==> config.mk <==
export PLATFORM = sky130hd
export DESIGN_NAME = reaction_lane_game
export DESIGN_NICKNAME = d
export VERILOG_FILES = /design/src/rtl/reaction_lane_game.sv
export SDC_FILE = /design/constraint.sdc
export NUM_CORES = 1
export LEC_CHECK = 0
export CAP_MARGIN = 5
export CORE_UTILIZATION = 49
export CTS_CLUSTER_SIZE = 40
export DETAILED_ROUTE_END_ITERATION = 8
export PLACE_DENSITY = 0.86
export SETUP_SLACK_MARGIN = 0.02
export SYNTH_ARGS = -nofsm -noshare
export SYNTH_HDL_FRONTEND = slang
export SYNTH_SLANG_ARGS = --single-unit
==> constraint.sdc <==
create_clock -name clk -period 2.35 [get_ports clk]
set_clock_uncertainty 0.05 [all_clocks]
set_input_delay 0.47 -clock clk [delete_from_list [all_inputs] [get_ports clk]]
set_output_delay 0.47 -clock clk [all_outputs]
set_load 0.03 [all_outputs]
==> src/rtl/reaction_lane_game.sv <==
// reaction_lane_game: lane LED reaction game core.
// One lane LED is lit at a time; a press on the lit lane scores a point, and a
// game timer counts down on an external tick.
// Optional feature: define RLG_PENALTY_EN to subtract a point for each
// wrong-lane press while a target is lit.
module reaction_lane_game #(
    parameter int N_LANES   = 3,
    parameter int SCORE_MAX = 99,
    parameter int GAME_TIME = 60,
    parameter int GAP_TICKS = 1
) (
    input  logic               clk,
    input  logic               rst,
    input  logic               start,
    input  logic               tick,
    input  logic [1:0]         speed,
    input  logic [N_LANES-1:0] btn,
    input  logic [7:0]         rand_in,
    output logic [N_LANES-1:0] led,
    output logic [6:0]         score,
    output logic [6:0]         time_left,
    output logic               busy,
    output logic               done
);

    localparam int LW = (N_LANES > 1) ? $clog2(N_LANES) : 1;
    localparam int GW = $clog2(GAP_TICKS + 1);

    typedef enum logic [1:0] {IDLE, GAP, LIT, DONE} state_t;

    state_t             state, state_nxt;
    logic [N_LANES-1:0] led_nxt;
    logic [6:0]         score_nxt, time_nxt;
    logic [3:0]         dwell, dwell_nxt;
    logic [3:0]         dwell_cnt, dwell_cnt_nxt;
    logic [GW-1:0]      gap_cnt, gap_cnt_nxt;
    logic [LW-1:0]      prev_lane, prev_lane_nxt;
    logic               prev_valid, prev_valid_nxt;
    logic [LW-1:0]      cand, lane_pick;
    logic [3:0]         dwell_sel;
    logic               hit, wrong;

    // Pick the next lane from rand_in, stepping past the previous lane so a
    // lane never lights twice in a row.
    always_comb begin
        cand      = LW'(rand_in % 8'(N_LANES));
        lane_pick = cand;
        if (prev_valid && (cand == prev_lane))
            lane_pick = (cand == LW'(N_LANES - 1)) ? '0 : cand + 1'b1;
    end

    // Decode the dwell length chosen at start.
    always_comb begin
        case (speed)
            2'b00:   dwell_sel = 4'd10;
            2'b01:   dwell_sel = 4'd7;
            2'b10:   dwell_sel = 4'd5;
            default: dwell_sel = 4'd3;
        endcase
    end

    // Classify the button pulse against the lit lane.
    always_comb begin
`ifdef RLG_PENALTY_EN
        // Only a press of exactly the lit lane counts; anything else costs a point.
        hit   = (state == LIT) && (btn == led);
        wrong = (state == LIT) && (btn != '0) && (btn != led);
`else
        hit   = (state == LIT) && |(btn & led);
        wrong = 1'b0;
`endif
    end

    // Next-state and datapath update; the timer end overrides any lane change.
    always_comb begin
        // NOTE: every variable gets a default first so no path leaves it
        // unassigned, which would otherwise infer a latch.
        state_nxt      = state;
        led_nxt        = led;
        score_nxt      = score;
        time_nxt       = time_left;
        dwell_nxt      = dwell;
        dwell_cnt_nxt  = dwell_cnt;
        gap_cnt_nxt    = gap_cnt;
        prev_lane_nxt  = prev_lane;
        prev_valid_nxt = prev_valid;

        case (state)
            IDLE, DONE: begin
                if (start) begin
                    score_nxt      = '0;
                    time_nxt       = 7'(GAME_TIME);
                    dwell_nxt      = dwell_sel;
                    gap_cnt_nxt    = GW'(GAP_TICKS);
                    prev_valid_nxt = 1'b0;
                    led_nxt        = '0;
                    state_nxt      = GAP;
                end
            end
            GAP: begin
                if (tick) begin
                    gap_cnt_nxt = gap_cnt - 1'b1;
                    if (gap_cnt == GW'(1)) begin
                        led_nxt        = {{(N_LANES-1){1'b0}}, 1'b1} << lane_pick;
                        prev_lane_nxt  = lane_pick;
                        prev_valid_nxt = 1'b1;
                        dwell_cnt_nxt  = '0;
                        state_nxt      = LIT;
                    end
                end
            end
            LIT: begin
                if (hit) begin
                    if (score < 7'(SCORE_MAX))
                        score_nxt = score + 1'b1;
                    led_nxt     = '0;
                    gap_cnt_nxt = GW'(GAP_TICKS);
                    state_nxt   = GAP;
                end else begin
                    if (wrong && (score != '0))
                        score_nxt = score - 1'b1;
                    if (tick) begin
                        dwell_cnt_nxt = dwell_cnt + 1'b1;
                        if ((dwell_cnt + 1'b1) == dwell) begin
                            led_nxt     = '0;
                            gap_cnt_nxt = GW'(GAP_TICKS);
                            state_nxt   = GAP;
                        end
                    end
                end
            end
            default: state_nxt = IDLE;
        endcase

        if (((state == GAP) || (state == LIT)) && tick) begin
            if (time_left != '0)
                time_nxt = time_left - 1'b1;
            if (time_left <= 7'd1) begin
                led_nxt   = '0;
                state_nxt = DONE;
            end
        end
    end

    // State and datapath registers.
    always_ff @(posedge clk or negedge rst) begin
        if (!rst) begin
            state      <= IDLE;
            led        <= '0;
            score      <= '0;
            time_left  <= '0;
            dwell      <= 4'd10;
            dwell_cnt  <= '0;
            gap_cnt    <= '0;
            prev_lane  <= '0;
            prev_valid <= 1'b0;
        end else begin
            // NOTE: non-blocking assignments so every register samples the
            // pre-edge values computed above, independent of statement order.
            state      <= state_nxt;
            led        <= led_nxt;
            score      <= score_nxt;
            time_left  <= time_nxt;
            dwell      <= dwell_nxt;
            dwell_cnt  <= dwell_cnt_nxt;
            gap_cnt    <= gap_cnt_nxt;
            prev_lane  <= prev_lane_nxt;
            prev_valid <= prev_valid_nxt;
        end
    end

    assign busy = (state == GAP) || (state == LIT);
    assign done = (state == DONE);

endmodule

==> impl_metrics.prom <==
# TYPE chip_impl_metric gauge
chip_impl_metric{name="synthesis.instances",unit=""} 257
chip_impl_metric{name="initial_standard_cell_utilization_of_the_core",unit="%"} 51.6
chip_impl_metric{name="detail_route.drc_violations",unit=""} 0
chip_impl_metric{name="area_occupied_by_multi_input_gates",unit="sq um"} 1540
chip_impl_info{name="critical_path.slowest_cell",value="sky130_fd_sc_hd__o41a_1"} 1
chip_impl_metric{name="fmax",unit="MHz"} 315
chip_impl_metric{name="grt_pass1_vias",unit=""} 2068
chip_impl_metric{name="detailroute.via_count",unit=""} 2255
chip_impl_metric{name="maxCapViolations",unit=""} 0
chip_impl_metric{name="area_growth_syn_to_layout",unit="%"} 42.6
chip_impl_metric{name="post-layout-total-power",unit="mW"} 2.83
chip_impl_metric{name="h-tree-depth",unit=""} 2
chip_impl_metric{name="seq_area_frac_synth",unit="%"} 34.1
chip_impl_metric{name="cts_max_path_buffers",unit=""} 2
chip_impl_info{name="timing.critical_path.max_delay_family",value="compound AO/OA/AOI/OAI gates"} 1
chip_impl_metric{name="cp.depth",unit=""} 15
chip_impl_metric{name="timing.reg2reg.worst_path_depth",unit=""} 10
chip_impl_metric{name="setup_viol",unit=""} 5
chip_impl_metric{name="fin_ws",unit="ps"} -821
chip_impl_metric{name="maximum_number_of_pins_on_one_net_before_global_route_repair",unit=""} 32
chip_impl_info{name="ys_dominant_reg_cell",value="sky130_fd_sc_hd__dfrtp_1"} 1
chip_impl_info{name="critical_path.reg2reg.startpoint",value="dwell_cnt[0]"} 1
chip_impl_metric{name="synth-warning-count",unit=""} 0
chip_impl_metric{name="r2r_setup_slack",unit="ps"} 160
chip_impl_info{name="run_status",value="finished, violations left"} 1
chip_impl_metric{name="ys_async_sr_fraction",unit="%"} 100
chip_impl_metric{name="worst_skew_late_latency",unit="ps"} 290
chip_impl_metric{name="powerDensity",unit="nW/um^2"} 870
chip_impl_metric{name="n_fill_cell",unit=""} 319
chip_impl_metric{name="cts_buffer_count",unit=""} 5
chip_impl_metric{name="core.rowCount",unit=""} 24
chip_impl_metric{name="place_ws",unit="ps"} -1630
chip_impl_metric{name="worst_ep_arrival_time",unit="ps"} 3300
chip_impl_metric{name="layout.cell_area.non_filler",unit="sq um"} 3250
chip_impl_metric{name="detail_route.wl_per_cell",unit="um"} 14.4
chip_impl_info{name="cp-start-kind",value="primary input"} 1
chip_impl_metric{name="antenna-diode-count",unit=""} 0
chip_impl_info{name="grt_setup_unrepaired",value="yes"} 1
chip_impl_metric{name="tightestPinTransition",unit="ps"} 394
chip_impl_metric{name="routed_via_density",unit=""} 5.71
chip_impl_info{name="failed_checks",value="negative setup slack"} 1
chip_impl_metric{name="synth.cell_area",unit="sq um"} 2280
chip_impl_metric{name="finalWeightedCongestion",unit=""} 0.854
chip_impl_metric{name="io-pin-count",unit=""} 36
chip_impl_metric{name="grt_use_total",unit="%"} 24.5
chip_impl_metric{name="power.ir.vdd_worst",unit="mV"} 0.795
chip_impl_info{name="critical_path.most_common_cell",value="sky130_fd_sc_hd__buf_4"} 1
chip_impl_metric{name="clk_transition_reported_paths",unit="ps"} 60
chip_impl_metric{name="regArea",unit="sq um"} 778
chip_impl_metric{name="synth.net_count",unit=""} 286
chip_impl_metric{name="first_pass_iters",unit=""} 4
chip_impl_metric{name="drtIter0Drc",unit=""} 163
chip_impl_info{name="hold_path_class",value="reg -> reg"} 1
chip_impl_metric{name="dpl_cell_area",unit="sq um"} 2980
chip_impl_info{name="cts_tree",value="built"} 1
chip_impl_metric{name="number_of_synthesized_flops_with_an_enable_pin",unit=""} 0
chip_impl_metric{name="global_route.overflow_total",unit=""} 0
chip_impl_info{name="min_from",value="dwell[1]"} 1
chip_impl_metric{name="number_of_routed_nets_with_antenna_violations",unit=""} 0
chip_impl_metric{name="hpwlAfterDp",unit="um"} 3930
chip_impl_metric{name="fp.dieW",unit="um"} 70.2
chip_impl_metric{name="cts_hold_buf",unit=""} 0
chip_impl_metric{name="drv_slew",unit=""} 0
chip_impl_metric{name="total_leakage_power",unit="nW"} 1.44
chip_impl_metric{name="numClockSinks",unit=""} 31
chip_impl_info{name="clockRootBuffer",value="sky130_fd_sc_hd__clkbuf_8"} 1
chip_impl_metric{name="layout-drive-gt1-share",unit="%"} 28.6
chip_impl_metric{name="layout_worst_path_cycle_share",unit="%"} 135
chip_impl_metric{name="finalCriticalPeriod",unit="ps"} 3170
chip_impl_metric{name="timing.critical_path.buf_inv",unit=""} 7
chip_impl_metric{name="ys_seq_elements",unit=""} 31
chip_impl_info{name="reg2reg_to",value="led[1]"} 1
chip_impl_metric{name="timing.setup.tns",unit="ps"} -3860
chip_impl_info{name="timing.hold.worst_endpoint",value="dwell[1]"} 1
chip_impl_metric{name="post_synth_num_cell_types",unit=""} 66
chip_impl_info{name="timing.setup.critical_path_class",value="in -> reg"} 1
chip_impl_info{name="path_cells",value="buf_4 > buf_4 > nor4b_2 > o21ai_1 > a22o_1 > buf_4 > buf_4 > buf_4 > o2111ai_4 > mux2i_4 > buf_4 > buf_6 > and4_1 > o41a_1 > a32o_1"} 1
chip_impl_metric{name="die_area",unit="sq um"} 4930
chip_impl_info{name="endpoint_type_of_the_worst_setup_path",value="register"} 1
chip_impl_metric{name="syn_area_per_cell",unit="sq um"} 8.87
chip_impl_metric{name="port_buffers",unit=""} 35
chip_impl_metric{name="drt-total-wl",unit="um"} 5700
chip_impl_metric{name="wire_length_of_the_first_global_routing_pass",unit="um"} 9560
chip_impl_metric{name="max_stage_delay",unit="ps"} 420
chip_impl_metric{name="hold_viol",unit=""} 0
chip_impl_metric{name="chipHeight",unit="um"} 70.2
chip_impl_metric{name="path_max_fanout",unit=""} 10
chip_impl_metric{name="nets",unit=""} 371
chip_impl_metric{name="grt_antenna_before_repair",unit=""} 0
chip_impl_metric{name="core_area",unit="sq um"} 4410
chip_impl_metric{name="whs_path_depth",unit=""} 2
chip_impl_metric{name="cp_data_required_time",unit="ps"} 2480
chip_impl_metric{name="slew-limit-headroom",unit="%"} 73.7
-- how the worst max path moves through the flow --
stage / start / to / slack [ps]
2_1_floorplan: rand_in[6] / led[1] / -860
3_3_place_gp: rand_in[2] / led[0] / -1440
3_5_place_dp: rand_in[2] / led[0] / -1630
4_1_cts: rand_in[6] / led[0] / -800
5_1_grt: rand_in[6] / led[0] / -950
6_report: rand_in[2] / led[0] / -820
-- per-stage QoR --
step           hold WS [ps]  std cells  util, %
4_1_cts                 441        393     71.9
3_3_place_gp            427        377     67.5
5_1_grt                 471        395     73.7
3_5_place_dp            433        377     67.5
6_report                438        395     73.7
2_1_floorplan           124        257        -
-- synthesized netlist by cell type, drive strengths merged, types with 2 or more instances --
| master | number | share of area, % |
|---|---|---|
| o21ai | 25 | 5.7 |
| nor2b | 2 | 0.55 |
| nand3b | 2 | 0.66 |
| dfstp | 2 | 2.3 |
| or3 | 3 | 1.0 |
| xnor2 | 9 | 3.8 |
| and4b | 2 | 0.93 |
| a21o | 2 | 0.66 |
| a41oi | 2 | 0.77 |
| ha | 12 | 6.6 |
| nand4 | 2 | 0.55 |
| buf | 3 | 1.5 |
| clkbuf | 4 | 0.66 |
| inv | 15 | 2.5 |
| mux2i | 3 | 1.5 |
| nor3b | 4 | 1.3 |
| nor4 | 2 | 0.82 |
| a2111oi | 2 | 1.0 |
| nand3 | 10 | 2.2 |
| nor4b | 2 | 1.0 |
| nor3 | 6 | 1.3 |
| mux2 | 2 | 0.99 |
| dfrtp | 29 | 32 |
| nor2 | 22 | 3.6 |
| nand2 | 28 | 4.6 |
| a211oi | 5 | 2.1 |
| o21bai | 2 | 0.66 |
| nand2b | 5 | 1.4 |
| a21oi | 13 | 2.9 |
| a22oi | 2 | 0.66 |
| a22o | 3 | 1.2 |
| o211ai | 2 | 0.66 |
| and2b | 2 | 0.66 |
| xor2 | 6 | 2.3 |
-- routing by layer --
metal / vias to the layer above / track usage [%] / wire [um]
met5: - / 0 / 0
li1: 1109 / - / -
met1: 1084 / 32.7 / 2580
met4: 0 / 7.56 / 65
met3: 6 / 7.36 / 256
met2: 56 / 38.1 / 2790
-- report_power, final --
group,switching (mW),total (mW),leakage (nW),internal [mW]
sequential,0.161,0.850,0.390,0.689
combinational,0.828,1.52,1.00,0.689
clock,0.195,0.462,0.0515,0.267
-- what timing repair did --
action                     CTS  global route
setup endpoints to repair    6             5
gates resized for setup     37            13
buffers inserted             7             3
pin swaps                   15            16
gates cloned                 1             0
-- cells by family after synthesis --
kind of cell	share of synthesized area (%)
flops	34.1
xor+xnor	6.09
buf+inv	4.61
mux	2.47
simple gates	23.7
fa+ha+maj	6.59
compound gates	22.4
-- area by class of cell --
class                   count  area share, %
inverters                  15           1.73
clock buffers               8           3.08
repair buffers             85           22.0
well taps                  52           2.00
multi-input cells         204           47.2
flip-flops and latches     31           23.9
-- state kept, by name, summed over array words and instances, names as in the netlist --
register	flops
gap_cnt	1
state	2
dwell_cnt	4
time_left	7
prev_valid	1
dwell	4
score	7
led	3
prev_lane	2
-- placed cells by master, fill, tap and decap left out, types with 6 or more instances in the layout --
cell	count
sky130_fd_sc_hd__o21ai_1	6
sky130_fd_sc_hd__ha_1	10
sky130_fd_sc_hd__inv_1	14
sky130_fd_sc_hd__buf_4	47
sky130_fd_sc_hd__clkbuf_8	7
sky130_fd_sc_hd__nand2_1	27
sky130_fd_sc_hd__nor2_1	22
sky130_fd_sc_hd__o21ai_0	17
sky130_fd_sc_hd__nand3_1	8
sky130_fd_sc_hd__dfrtp_1	29
sky130_fd_sc_hd__nor3_1	6
sky130_fd_sc_hd__a21oi_1	11
sky130_fd_sc_hd__clkdlybuf4s50_1	28
sky130_fd_sc_hd__xor2_1	6
sky130_fd_sc_hd__xnor2_1	6
-- tightest hold or removal path: stages, from the launching register on --
cell and delay (ps):
sky130_fd_sc_hd__dfstp_2 370, sky130_fd_sc_hd__nand2_1 50, sky130_fd_sc_hd__o21ai_0 60
No activity file was read; power rests on OpenSTA's default activity.
